$ cat src/rtl/fetch_pkg.sv
// Shared definitions for the instruction-fetch sequencer: FSM states and entry sizing.
package fetch_pkg;

    typedef enum logic [1:0] {
        S_IDLE,
        S_REQ,
        S_WAIT,
        S_DISCARD
    } fetch_state_t;

    localparam int unsigned INSTR_BYTES = 4;
    localparam int unsigned INSTR_W     = 32;

    function automatic int unsigned entry_width(input int unsigned xlen);
        return xlen + INSTR_W;
    endfunction

endpackage

$ cat src/rtl/fetch_ibuf.sv
// Small synchronous FIFO of {pc, instr} pairs between fetch and decode.
module fetch_ibuf
    import fetch_pkg::*;
#(
    parameter  int unsigned XLEN  = 64,
    parameter  int unsigned DEPTH = 2,
    localparam int unsigned PTR_W = (DEPTH > 1) ? $clog2(DEPTH) : 1,
    localparam int unsigned CNT_W = $clog2(DEPTH + 1)
) (
    input  logic               clk,
    input  logic               rst_n,
    input  logic               push,
    input  logic               pop,
    input  logic               flush,
    input  logic [XLEN-1:0]    push_pc,
    input  logic [INSTR_W-1:0] push_instr,
    output logic [XLEN-1:0]    head_pc,
    output logic [INSTR_W-1:0] head_instr,
    output logic               empty,
    output logic [CNT_W-1:0]   count
);

    localparam int unsigned ENTRY_W = entry_width(XLEN);

    logic [ENTRY_W-1:0] mem [DEPTH];
    logic [PTR_W-1:0]   rd_ptr;
    logic [PTR_W-1:0]   wr_ptr;

    function automatic logic [PTR_W-1:0] bump(input logic [PTR_W-1:0] p);
        return (p == PTR_W'(DEPTH - 1)) ? '0 : p + PTR_W'(1);
    endfunction

    assign {head_pc, head_instr} = mem[rd_ptr];
    assign empty = (count == '0);

    // Flush wins over a same-cycle push or pop.
    always_ff @(posedge clk or negedge rst_n) begin
        if (!rst_n) begin
            for (int i = 0; i < int'(DEPTH); i++) mem[i] <= '0;
            rd_ptr <= '0;
            wr_ptr <= '0;
            count  <= '0;
        end else if (flush) begin
            rd_ptr <= '0;
            wr_ptr <= '0;
            count  <= '0;
        end else begin
            if (push) begin
                mem[wr_ptr] <= {push_pc, push_instr};
                wr_ptr      <= bump(wr_ptr);
            end
            if (pop) rd_ptr <= bump(rd_ptr);
            count <= count + CNT_W'(push) - CNT_W'(pop);
        end
    end

endmodule

$ cat src/rtl/fetch_sequencer.sv
// Owns the PC, issues one-at-a-time fetches to imem, buffers returned words for decode
// and applies branch redirects from execute.
module fetch_sequencer
    import fetch_pkg::*;
#(
    parameter int unsigned     XLEN      = 64,
    parameter logic [XLEN-1:0] RESET_PC  = '0,
    parameter int unsigned     BUF_DEPTH = 2
) (
    input  logic            clk,
    input  logic            rst_n,
    input  logic            redirect_en,
    input  logic [XLEN-1:0] redirect_pc,
    output logic            imem_req,
    output logic [XLEN-1:0] imem_addr,
    input  logic            imem_ack,
    input  logic [31:0]     imem_rdata,
    output logic            out_valid,
    input  logic            out_ready,
    output logic [31:0]     out_instr,
    output logic [XLEN-1:0] out_pc
);

    localparam int unsigned CNT_W = $clog2(BUF_DEPTH + 1);

    fetch_state_t     state;
    logic [XLEN-1:0]  fetch_pc;
    logic [XLEN-1:0]  req_addr;
    logic [XLEN-1:0]  redir_pc;
    logic [XLEN-1:0]  pc_next;
    logic [CNT_W-1:0] buf_count;
    logic             buf_empty;
    logic             issue;
    logic             take;
    logic             push;
    logic             pop;

    assign redir_pc = redirect_pc & ~XLEN'(3);
    assign pc_next  = fetch_pc + XLEN'(INSTR_BYTES);

    // Issue only against the registered count so a push can never overflow the buffer.
    assign issue     = (state == S_REQ) && (buf_count < CNT_W'(BUF_DEPTH));
    assign imem_req  = issue || (state == S_WAIT) || (state == S_DISCARD);
    assign imem_addr = (state == S_WAIT || state == S_DISCARD) ? req_addr : fetch_pc;

    // An ack only carries usable data when it completes a live, non-discarded request.
    assign take      = imem_ack && (issue || state == S_WAIT);
    assign push      = take && !redirect_en;
    assign out_valid = !buf_empty && !redirect_en;
    assign pop       = out_valid && out_ready;

    always_ff @(posedge clk or negedge rst_n) begin
        if (!rst_n) begin
            state    <= S_IDLE;
            fetch_pc <= RESET_PC;
            req_addr <= RESET_PC;
        end else begin
            case (state)
                S_IDLE: begin
                    state <= S_REQ;
                    if (redirect_en) fetch_pc <= redir_pc;
                end
                S_REQ: begin
                    req_addr <= fetch_pc;
                    if (redirect_en) begin
                        fetch_pc <= redir_pc;
                        state    <= (issue && !imem_ack) ? S_DISCARD : S_REQ;
                    end else if (issue) begin
                        if (imem_ack) fetch_pc <= pc_next;
                        else          state    <= S_WAIT;
                    end
                end
                S_WAIT: begin
                    if (redirect_en) begin
                        fetch_pc <= redir_pc;
                        state    <= imem_ack ? S_REQ : S_DISCARD;
                    end else if (imem_ack) begin
                        fetch_pc <= pc_next;
                        state    <= S_REQ;
                    end
                end
                S_DISCARD: begin
                    if (redirect_en) fetch_pc <= redir_pc;
                    if (imem_ack)    state    <= S_REQ;
                end
                default: state <= S_IDLE;
            endcase
        end
    end

    fetch_ibuf #(
        .XLEN  (XLEN),
        .DEPTH (BUF_DEPTH)
    ) u_ibuf (
        .clk        (clk),
        .rst_n      (rst_n),
        .push       (push),
        .pop        (pop),
        .flush      (redirect_en),
        .push_pc    (imem_addr),
        .push_instr (imem_rdata),
        .head_pc    (out_pc),
        .head_instr (out_instr),
        .empty      (buf_empty),
        .count      (buf_count)
    );

endmodule

$ cat config.mk
export PLATFORM = sky130hd
export DESIGN_NAME = fetch_sequencer
export DESIGN_NICKNAME = d
export VERILOG_FILES = /design/src/rtl/fetch_pkg.sv /design/src/rtl/fetch_ibuf.sv /design/src/rtl/fetch_sequencer.sv
export SDC_FILE = /design/constraint.sdc
export NUM_CORES = 1
export LEC_CHECK = 0
export ABC_AREA = 1
export CORE_UTILIZATION = 45
export DETAILED_ROUTE_END_ITERATION = 8
export PLACE_DENSITY = 0.68
export SLEW_MARGIN = 10
export SYNTH_ARGS = -nofsm -noshare
export SYNTH_HDL_FRONTEND = slang
export SYNTH_HIERARCHICAL = 1
export SYNTH_SLANG_ARGS = --single-unit
$ cat constraint.sdc
create_clock -name clk -period 5.4 [get_ports clk]
set_clock_uncertainty 0.1 [all_clocks]
set_input_delay 1.62 -clock clk [delete_from_list [all_inputs] [get_ports clk]]
set_output_delay 1.62 -clock clk [all_outputs]
set_load 0.005 [all_outputs]
==> results of run 1 <==
how the worst max path moves through the flow:
stage | end | slack (ns) | cells after the start
after global placement | out_valid | 0.87 | 4
after floorplan | out_valid | 1.80 | 2
final | imem_addr[21] | 0.59 | 7
after CTS | imem_addr[21] | 0.51 | 7
after detailed placement | out_valid | 0.86 | 4
after global routing | imem_addr[21] | 0.35 | 7
Yosys cell counts (9+ instances only):
cell | n | share of area, %
nand3_1 | 63 | 1.8
o21ai_0 | 182 | 5.2
nor2_1 | 189 | 4.1
dfrtp_1 | 322 | 46
nand2_1 | 644 | 14
buf_4 | 12 | 0.52
inv_1 | 233 | 5.0
xor2_1 | 9 | 0.45
a21oi_1 | 25 | 0.72
nand4_1 | 15 | 0.54
nor2_2 | 15 | 0.54
buf_2 | 35 | 1.0
o22ai_1 | 12 | 0.43
mux2_2 | 78 | 5.1
nand2_2 | 14 | 0.50
mux2_4 | 18 | 1.6
o21ai_1 | 110 | 3.2
clkbuf_1 | 34 | 0.73
buf_6 | 26 | 1.7
o21ai_2 | 78 | 3.9
tightest hold or removal path: stages (launching register included):
cell	delay [ns]
dfrtp_1	0.33
nand2_1	0.06
o21ai_2	0.05
final cells by class:
class / instances / area, µm² / area share, %
inverters: 240 / 901 / 4.19
clock buffers: 57 / 1110 / 5.17
flip-flops and latches: 322 / 8060 / 37.5
well taps: 511 / 639 / 2.97
clock inverters: 7 / 114 / 0.530
multi-input cells: 1500 / 7760 / 36.1
repair buffers: 283 / 2910 / 13.5
cells in the final DEF (no fill, tap or decap), drive strengths merged, types with 3 or more instances in the layout:
master	Yosys	layout
nand2	661	661
o21ai	370	370
dfrtp	322	322
clkdlybuf4s50	0	257
inv	240	241
nor2	213	213
mux2	96	96
nand3	66	66
clkbuf	35	57
buf	74	26
a21oi	25	25
nand4	15	15
o22ai	12	12
xor2	9	9
nor3	9	9
ha	8	8
a22oi	4	4
conb	1	4
clkinv	0	3
cells by family after synthesis:
family,Yosys count
compound gates,416
xor+xnor,9
fa+ha+maj,8
buf+inv,349
flops,322
mux,96
other cells,1
simple gates,967
stage by stage:
| step | instance area (µm²) | hold slack [ns] |
|---|---|---|
| detailed placement | 20300 | 0.362 |
| global route | 21500 | 0.392 |
| CTS | 21500 | 0.378 |
| finish | 21500 | 0.374 |
| floorplan | 17400 | 0.348 |
| global placement | 20300 | 0.359 |
power breakdown:
group,internal [mW],switching [mW],leakage [nW]
registers,3.49,0.801,4.08
logic,2.73,3.27,5.47
clock network,1.52,1.02,0.598
total,7.75,5.09,10.1
routing by layer:
metal	up-vias	wire length (µm)
met5	-	0
li1	7336	-
met4	0	1430
met1	7051	22600
met2	450	23100
met3	86	3420
state kept, by name, summed over array words and instances, names as in the netlist:
name           cells
req_addr          62
u_ibuf/count       2
fetch_pc          62
u_ibuf/rd_ptr      1
u_ibuf/wr_ptr      1
u_ibuf/mem       192
state              2
==> flow_summary.ini, run 1 <==
[critical_path]
cp_max_fo = 111
endpoint_kind = output port
path_class = register to output port
cpPeakStageDelay_ns = 0.59
critPathLaunch = state[0]$_DFFE_PN0P_
slowest_stage = clkdlybuf4s50_1
reg2reg_depth = 8
r2r_end = u_ibuf/mem[38]$_DFFE_PN0P_
required_ns = 3.68
r2r-start = state[1]$_DFFE_PN0P_
path_cells = inv_1, ha_1, or2_2, buf_12, inv_1, o21ai_0, clkdlybuf4s50_1
critPathBufInv = 4
reg2reg_slack_ns = 2.21
crit_family = buffers and inverters
startpoint_type = register
cpMostUsedCell = inv_1
critPathArrivalTime_ns = 3.09

[route]
ant_nets = 0
drtIter0Drc = 1006
vias = 14900
wl_per_cell_um = 17.3
wl_mm = 50.6
drc = 0
dr.pass1.iters = 5
vias_per_cell = 5.11

[status]
status = completed

[power_and_ir_drop]
total_power_mw = 12.8
power_density_nw_per_um2 = 597
p_leak_nw = 10.1
ir_drop_mv = 0.289

[hold_path]
holdCritPathClass = register to register
min_from = u_ibuf/mem[33]$_DFFE_PN0P_
hold_end = u_ibuf/mem[33]$_DFFE_PN0P_
hold_depth = 2

[synthesis]
syn_inst = 2168
ys_warn_count = 6
synth_mux_area_share_pct = 6.60
synth-simple-area-share_pct = 22.9
ys.flop_type = dfrtp_1
synth_compound_area_share_pct = 13.9
ys_ff_latch = 322
synth_edf_count = 0
netlist_area_um2 = 17400
ys_async_sr_fraction_pct = 100
synth.distinct_cells = 39
synth_top_family_by_area = simple AND/OR/NAND/NOR gates
yosysSeqAreaShare_pct = 46.3
synthAdderAreaFrac_pct = 0.576
avgSynthCellArea_um2 = 8.02
synth-xor-area-share_pct = 0.453

[cts]
cts_buffers = 37
cts.sinks = 322
ctsHoldBuffers = 0
cts_tree = done
clock_latency_ns = 0.55
htreeDepth = 2
path_clk_slew_ns = 0.06
root_buffer = clkbuf_16
clockBufferDepth = 3
cts_resized = 0
post-cts-setup-buffers = 0

[place]
pre_cts_slack_ns = 0.860
place.gp.congestion = 0.947
numPlacedInstances = 2856
hpwl_mm = 37.4
numPortBuffers = 258

[timing]
hold_viol_final = 0
tns_ns = 0
max_freq_ghz = 0.208
fin_crit_ns = 4.81
rsz0062_at_grt = false
drv_slew = 0
setup_violations = 0
tightest_slew_ns = 0.942
relSlewSlack_pct = 37.2
fin_ws_ns = 0.594
period_share_pct = 89.0

[die]
coreArea_um2 = 37800
initial_utilization_pct = 46.0
io_pins = 263
die_area_um2 = 39400
die_width_um = 199
die_h_um = 199
core.rowCount = 71

[finish]
num_antenna_cells = 0
area_growth_pct = 23.6
fillers = 3549
drive_gt1_share_pct = 12.9
final_nets = 2493
stdcell_count = 2920
fin_util_pct = 56.8

[global_routing]
use_met3_pct = 5.09
grt_busiest_layer = met2
grt_util_met2_pct = 41.2
grt_pass1_wl_mm = 78.7
gr-total-overflow = 0
grt_pass1_vias = 14200
track_usage_pct = 25.9
met1_usage_pct = 35.4
antenna_found_initial = 1
grt_max_degree = 120

[job]
drv_cap = 0
Note: power is estimated with default switching activity, not from simulation.
==> inputs of run 2 (changes only) <==
PLACE_DENSITY = 0.69   (was 0.68)
SYNTH_HIERARCHICAL = default   (was 1)
==> flow_summary.ini, run 2 <==
[global_routing]
antenna_found_initial = 1
grt_pass1_vias = 14900
track_usage_pct = 26.6
gr-total-overflow = 0
grt_pass1_wl_mm = 80.2
grt_max_degree = 127

[synthesis]
yosysSeqAreaShare_pct = 47.2
synth_compound_area_share_pct = 12.8
synthTopCellsByArea = dfrtp_1 47%, nand2_1 19%, o21ai_0 8.3%, inv_1 6.0%, nor2_1 4.2%
synth-simple-area-share_pct = 27.1
netlist_area_um2 = 16900
syn_inst = 2336
avgSynthCellArea_um2 = 7.22
ys_async_sr_fraction_pct = 100
ys_ff_latch = 318
synth-xor-area-share_pct = 0.467
synthAdderAreaFrac_pct = 0.593
yosysTopAreaCellShare_pct = 47.2
synth_common_cells = 833 x nand2_1, 318 x dfrtp_1, 281 x o21ai_0
ys.flop_type = dfrtp_1
synth_mux_area_share_pct = 2.14
ys_warn_count = 0
synth_top_family_by_area = simple AND/OR/NAND/NOR gates
yosysMostFrequentCell = nand2_1
synth.distinct_cells = 39
synth_area_leader_cell = dfrtp_1
synth_edf_count = 0

[power_and_ir_drop]
p_leak_nw = 10.0
ir_drop_mv = 0.266
power_density_nw_per_um2 = 607

[timing]
relSlewSlack_pct = 28.0
max_freq_ghz = 0.212
tightest_slew_ns = 1.08
fin_crit_ns = 4.72
drv_slew = 0
timing.hold.ws_ns = 0.378
setup_violations = 0
period_share_pct = 87.5
hold_viol_final = 0
tns_ns = 0
rsz0062_at_grt = false

[cts]
htreeDepth = 2
cts_buffers = 36
root_buffer = clkbuf_16
cts_resized = 0
clockBufferDepth = 3
ctsHoldBuffers = 0
cts_tree = done
clock_latency_ns = 0.54
path_clk_slew_ns = 0.06
cts.sinks = 318
post-cts-setup-buffers = 0

[route]
drtIter0Drc = 987
wl_per_cell_um = 16.4
dr.pass1.iters = 5
ant_nets = 0
vias_per_cell = 5.14
vias = 15600
drc = 0
wl_mm = 49.8

[die]
die_h_um = 196
die_width_um = 196
coreArea_um2 = 36800
initial_utilization_pct = 45.9
core.rowCount = 70
die_area_um2 = 38300
io_pins = 263

[finish]
num_antenna_cells = 0
final_common_cell = nand2_1
final_cell_mix = 833 x nand2_1, 317 x dfrtp_1, 281 x o21ai_0
area_growth_pct = 23.7
final_nets = 2649
fillers = 3494
largest_reg_flops = 188
reg_top3 = u_ibuf.mem (188), fetch_pc (62), req_addr (62)
largest_register = u_ibuf.mem
drive_gt1_share_pct = 6.05

[critical_path]
cp_max_fo = 126
r2r-start = state[1]$_DFFE_PN0P_
critPathArrivalTime_ns = 3.00
critPathBufInv = 3
r2r_end = fetch_pc[12]$_DFFE_PN0P_
reg2reg_slack_ns = 2.04
reg2reg_depth = 11
path_class = register to output port
startpoint_type = register
path_cells = inv_1, ha_1, nor2_4, buf_12, o21ai_0, clkdlybuf4s50_1
endpoint_kind = output port
required_ns = 3.68
cpPeakStageDelay_ns = 0.68
critPathLaunch = state[0]$_DFFE_PN0P_
slowest_stage = o21ai_0
crit_family = buffers and inverters

[hold_path]
hold_depth = 2
hold_end = u_ibuf.mem[95]$_DFFE_PN0P_
min_from = u_ibuf.mem[95]$_DFFE_PN0P_
holdCritPathClass = register to register

[place]
hpwl_mm = 35.4
numPortBuffers = 256
place.gp.congestion = 0.935

[job]
drv_cap = 0

[status]
status = completed
## run 2: cell types whose count changed after synthesis, sizes merged, moves of 9 or more
cell / delta
clkbuf: +18
nand2: +182
buf: -10
nand3: +9
inv: +38
mux2: -64
## run 2: worst min-delay path: stages (launching register included)
cell and delay, ns:
dfrtp_1 0.34, nand2_1 0.05, nand2_1 0.06
## run 2: stage by stage
| step | util, % | cell area, µm² | setup WS [ns] | total power, mW | instances |
|---|---|---|---|---|---|
| 2_1_floorplan | - | 16900 | 1.71 | 7.40 | 2339 |
| 3_3_place_gp | 53.6 | 19700 | 0.925 | 10.1 | 2970 |
| 3_5_place_dp | 53.6 | 19700 | 0.910 | 10.3 | 2970 |
| 4_1_cts | 56.7 | 20900 | 0.717 | 12.7 | 3032 |
| 5_1_grt | 56.7 | 20900 | 0.558 | 13.7 | 3032 |
| 6_report | 56.7 | 20900 | 0.677 | 12.7 | 3032 |
## run 2: logic make-up after synthesis
group / Yosys count
and+or+nand+nor: 1151
muxes: 32
adders and majority gates: 8
AOI/OAI and AO/OA: 420
other: 1
buffers and inverters: 397
DFF: 318
xor gates and xnor gates: 9
## run 2: metal layers
layer | routed length [µm] | track usage (%) | vias to the layer above
met4 | 1030 | 6.82 | 0
met5 | 0 | 0 | -
met2 | 23000 | 42.9 | 504
li1 | - | - | 7687
met3 | 3340 | 4.25 | 58
met1 | 22400 | 37.1 | 7324
## run 2: layout make-up
class,count,area (µm²),share of cell area [%]
timing repair buffer,280,2810,13.5
multi-input combinational,1624,7310,35.0
clock inverter,7,73.8,0.354
tap,468,586,2.81
inverter,280,1050,5.04
clock buffer,55,1070,5.15
sequential,318,7960,38.2
## run 2: report_power, final
group	leakage, nW	switching [mW]	internal, mW
logic	5.50	3.19	2.60
clock network	0.561	0.972	1.42
registers	3.95	0.971	3.51
## run 2: worst max-delay path by stage
stage / cells past startpoint / to
2_1_floorplan: 2 / out_valid
3_3_place_gp: 3 / out_valid
3_5_place_dp: 3 / out_valid
4_1_cts: 6 / imem_addr[7]
5_1_grt: 7 / imem_addr[7]
6_report: 6 / imem_addr[7]
